--- config.mk ---
export PLATFORM = sky130hd
export DESIGN_NAME = qam_mapper_controller
export DESIGN_NICKNAME = d
export VERILOG_FILES = /design/src/rtl/qam_mapper_controller.sv
export SDC_FILE = /design/constraint.sdc
export NUM_CORES = 1
export LEC_CHECK = 0
export BUFFER_PORTS_ARGS = -buffer_cell sky130_fd_sc_hd__buf_2
export CORE_MARGIN = 2
export CORE_UTILIZATION = 60
export CTS_CLUSTER_DIAMETER = 150
export DETAILED_ROUTE_END_ITERATION = 16
export PLACE_DENSITY = 0.88
export RECOVER_POWER = 100
export SYNTH_ARGS = -nofsm -noshare
export SYNTH_HDL_FRONTEND = slang
export SYNTH_SLANG_ARGS = --single-unit
--- constraint.sdc ---
create_clock -name dclk -period 5.4 [get_ports dclk]
set_input_delay 0.81 -clock dclk [delete_from_list [all_inputs] [get_ports dclk]]
set_output_delay 0.81 -clock dclk [all_outputs]
set_load 0.005 [all_outputs]
--- src/rtl/qam_mapper_controller.sv ---
// Buffers a frame of 4-bit 16-QAM symbol words, then replays it one symbol per
// SYM_DIV clocks as Gray-mapped signed I/Q levels.
//   state | meaning
//   IDLE  | disabled, buffer empty, outputs at reset values
//   LOAD  | host writes words into the buffer, waits for start
//   SEND  | replaying buffered words, one every SYM_DIV clocks
//   DONE  | frame finished; next write begins a new frame
module qam_mapper_controller #(
  parameter int DEPTH   = 16,
  parameter int SYM_DIV = 4,
  localparam int LW     = $clog2(DEPTH + 1),
  localparam int PW     = $clog2(DEPTH),
  localparam int DW     = $clog2(SYM_DIV)
) (
  input  logic          dclk,
  input  logic          reset,
  input  logic          enable,
  input  logic          wr_en,
  input  logic [3:0]    wr_data,
  input  logic          start,
  output logic [LW-1:0] level,
  output logic          full,
  output logic          overrun,
  output logic          busy,
  output logic          complete,
  output logic          sym_valid,
  output logic [2:0]    sym_i,
  output logic [2:0]    sym_q
);

  typedef enum logic [1:0] {
    IDLE = 2'b00,
    LOAD = 2'b01,
    SEND = 2'b10,
    DONE = 2'b11
  } state_t;

  state_t        state, state_nx;
  logic [3:0]    mem [DEPTH];
  logic [PW-1:0] rd_ptr;
  logic [DW-1:0] div;
  logic          div_tc;
  logic          last_sym;
  logic          wr_accept;
  logic [3:0]    rd_word;

  function automatic logic [2:0] gray_lvl(input logic [1:0] b);
    logic [2:0] v;
    case (b)
      2'b00:   v = 3'b101;
      2'b01:   v = 3'b111;
      2'b11:   v = 3'b001;
      default: v = 3'b011;
    endcase
    return v;
  endfunction

  assign full      = (level == LW'(DEPTH));
  assign busy      = (state == SEND);
  assign complete  = (state == DONE);
  assign div_tc    = (div == DW'(SYM_DIV - 1));
  assign last_sym  = (LW'(rd_ptr) == level - LW'(1));
  assign wr_accept = wr_en && !full;
  assign rd_word   = mem[rd_ptr];

  always_ff @(posedge dclk or negedge reset) begin
    if (!reset) state <= IDLE;
    else        state <= state_nx;
  end

  always_comb begin
    state_nx = state;
    case (state)
      IDLE: if (enable) state_nx = LOAD;
      // a same-cycle write makes an empty buffer non-empty, so start is honoured
      LOAD: if (start && (level != '0 || wr_en)) state_nx = SEND;
      SEND: if (div_tc && last_sym) state_nx = DONE;
      DONE: if (wr_en) state_nx = LOAD;
      default: state_nx = IDLE;
    endcase
    if (!enable) state_nx = IDLE;
  end

  always_ff @(posedge dclk) begin
    if (enable) begin
      if (state == LOAD && wr_accept)   mem[level[PW-1:0]] <= wr_data;
      else if (state == DONE && wr_en)  mem[0] <= wr_data;
    end
  end

  always_ff @(posedge dclk or negedge reset) begin
    if (!reset) begin
      level     <= '0;
      overrun   <= 1'b0;
      sym_valid <= 1'b0;
      sym_i     <= 3'b000;
      sym_q     <= 3'b000;
      rd_ptr    <= '0;
      div       <= '0;
    end else if (!enable) begin
      level     <= '0;
      overrun   <= 1'b0;
      sym_valid <= 1'b0;
      sym_i     <= 3'b000;
      sym_q     <= 3'b000;
      rd_ptr    <= '0;
      div       <= '0;
    end else begin
      sym_valid <= 1'b0;
      case (state)
        IDLE: begin
          level   <= '0;
          overrun <= 1'b0;
          sym_i   <= 3'b000;
          sym_q   <= 3'b000;
          rd_ptr  <= '0;
          div     <= '0;
        end
        LOAD: begin
          if (wr_en) begin
            if (!full) level   <= level + LW'(1);
            else       overrun <= 1'b1;
          end
          rd_ptr <= '0;
          div    <= '0;
        end
        SEND: begin
          if (wr_en) overrun <= 1'b1;
          if (div_tc) begin
            div       <= '0;
            sym_i     <= gray_lvl(rd_word[3:2]);
            sym_q     <= gray_lvl(rd_word[1:0]);
            sym_valid <= 1'b1;
            if (last_sym) begin
              rd_ptr <= '0;
              level  <= '0;
            end else begin
              rd_ptr <= rd_ptr + PW'(1);
            end
          end else begin
            div <= div + DW'(1);
          end
        end
        DONE: begin
          rd_ptr <= '0;
          div    <= '0;
          level  <= wr_en ? LW'(1) : '0;
        end
        default: ;
      endcase
    end
  end

endmodule

==> metrics.csv <==
metric,value,unit
reg2reg end,sym_i[1],
met1 Track Usage GR,35.42,%
"FF+latch count, synth",84,
worst-case clock buffer depth,2,
Final WS setup,2.041,ns
"Req. time, crit path",5.64,ns
power per cell area,343.8,nW/um2
iteration-0 DRC count of the detailed router,307,
placed insts,382,
Peak Freq,297.7,MHz
First-pass DRT Iterations,5,
Die X,86.24,um
cts bufs inserted,9,
max-cap viol count,0,
maximum vdd drop,269.1,uV
"area leader, netlist",edfxtp_1,
FF-to-FF setup slack,2.04,ns
ANT nets after route,0,
"commonest non-fill, non-tap cells in the layout","edfxtp_1, nand2_1, nor2_1, dfrtp_1, mux2i_1",
RR Startpoint,rd_ptr[0],
Post-synth EDFFs,64,
worst slack at placement,2.575,ns
clk sinks,84,
grt peak-use layer,met1,
final net count,341,
# DRC,0,
CTS tree,built,
Crit Path Class,register to register,
Slew Limit Fails,0,
H-tree Lvls,3,
Netlist Area Pre-Place,4058,um2
overall routing resource usage,23.92,%
crit path cell chain,"clkbuf_1, mux2i_1, a221oi_1, o21ai_0, and2_0, ha_1, a32o_1",
Mapped Avg Cell Area,13.71,um2
met2 usage,35.24,%
vias per cell,6.319,
DR WL/cell,20.58,um
static leakage,1.558,nW
WHS Path Cells,1,
row count,29,
synth unique cells,51,
Die Area,7436,um2
sequential share of the synthesized area,59.70,%
hold endpoint,div[0],
CP bufs+invs,1,
Slowest cell on crit path,dfrtp_1,
CP startpoint,rd_ptr[0],
initial antenna violation count,0,
Synth top area share,47.36,%
hold buffers post-CTS,0,
syn nets,321,
Clock Pin Slew Worst Setup and Hold Paths,0.08,ns
Area Growth Syn to Fin,5.304,%
GR Layer Usage met3,4.571,%
Post-Synthesis Cells,296,
status,"finished, final reports clean",
Final GP Congestion,0.8945,
final setup fails,0,
ANT cells,0,
Die Ht,86.24,um
share of layout cells above drive strength 1,14.95,%
min cycle time layout,3.359,ns
setup TNS,0,ns
# IOs,25,
worst path arrival time,3.60,ns
async set-reset flop share out of synthesis,23.81,%
crit start category,register,
Final Core Density,66.16,%
grt ovf,0,
Layout Cells excl Fill,398,
max incr delay on CP,0.88,ns
first-pass GRT wire length,13.09,mm
WL final,8.189,mm
largest net degree at the start of global routing,21,
Via Count,2515,
IO Port Bufs,24,
top post-synthesis cells by area,"edfxtp_1, dfrtp_1, ha_1, mux4_2, mux2i_1",
crit end category,register,
Final period util,62.20,%
Hold/Removal Path Class,register to register,
RSZ-0062 raised after global routing,no,
"commonest non-fill, non-tap cell in the layout",edfxtp_1,
relative max-transition margin,24.98,%
Hold Fails Final Rpt,0,
worst-case reg-to-reg path depth,7,
Crit Path Max Fanout,17,
"Primary FF master, synth",edfxtp_1,
hold path start,div[0],
placed wire-length estimate,5.626,mm
Clock Skew,0.006440,ns
CTS resizes,0,
post-CTS setup buffers,0,
Synth warnings,0,
Fin Hold WS,0.4543,ns
worst slew pin tran,1.125,ns
Core Box Area,6459,um2
clk_lat worst skew,0.35,ns
Root Buffer,clkbuf_8,
top cell family by delay on the critical path,flip-flops,
number of global-route vias before repair,2421,
Initial Utilization,62.82,%
worst max path at each step:
| stage | cells past startpoint | slack [ns] | to |
|---|---|---|---|
| 2_1_floorplan | 4 | 3.12 | mem[4][0] |
| 3_3_place_gp | 6 | 2.70 | sym_i[1] |
| 3_5_place_dp | 7 | 2.58 | sym_i[1] |
| 4_1_cts | 9 | 2.52 | sym_q[2] |
| 5_1_grt | 7 | 1.71 | sym_i[1] |
| 6_report | 7 | 2.04 | sym_i[1] |
synth_stat cells, drive strengths merged, types with 4 or more instances:
cell type and number:
nand2 29, inv 6, a22oi 6, nor2b 4
mux2 4, a22o 4, clkbuf 4, and2 7
a221oi 4, dfrtp 20, edfxtp 64, nor3 7
buf 12, nand3 9, a21oi 6, nor2 20
o21ai 14, ha 16, mux4 8, mux2i 17
logic make-up after synthesis:
family | count (synthesis) | synth area share (%)
simple gates | 90 | 11.69
mux | 29 | 9.744
compound gates | 49 | 9.405
flops | 84 | 59.70
fa+ha+maj | 16 | 4.934
xor+xnor | 5 | 1.449
buf+inv | 23 | 3.084
registers in the layout (all words and copies together), names as in the netlist:
register   cells
level          5
state          2
sym_valid      1
sym_q          2
overrun        1
div            2
mem           64
rd_ptr         4
sym_i          3
metal layers:
metal / up-vias / wire length (um)
li1: 1154 / -
met1: 1232 / 3619
met2: 112 / 3836
met3: 17 / 541
met4: 0 / 191
met5: - / 0
metrics by stage:
step                area [um2]  power [W]
detailed placement        4188   0.001099
global placement          4188   0.001086
CTS                       4363   0.001494
finish                    4273   0.001469
global route              4273   0.001531
floorplan                 4058   0.001013
report_power, final:
part	internal, W	total, W	leakage [nW]	switching, W
clock network	0.000171	0.000400	0.0872	0.000229
registers	0.000717	0.000756	0.851	0.0000391
logic	0.000131	0.000313	0.620	0.000182
area by class of cell:
| type | count | area (um2) |
|---|---|---|
| Inverter | 7 | 27.53 |
| Clock buffer | 10 | 127.6 |
| Fill cell | 469 | 2186 |
| Sequential cell | 84 | 2422 |
| Clock inverter | 6 | 47.55 |
| Tap cell | 77 | 96.34 |
| Timing Repair Buffer | 25 | 111.4 |
| Multi-Input combinational cell | 189 | 1440 |
Note: power is estimated with default switching activity, not from simulation.
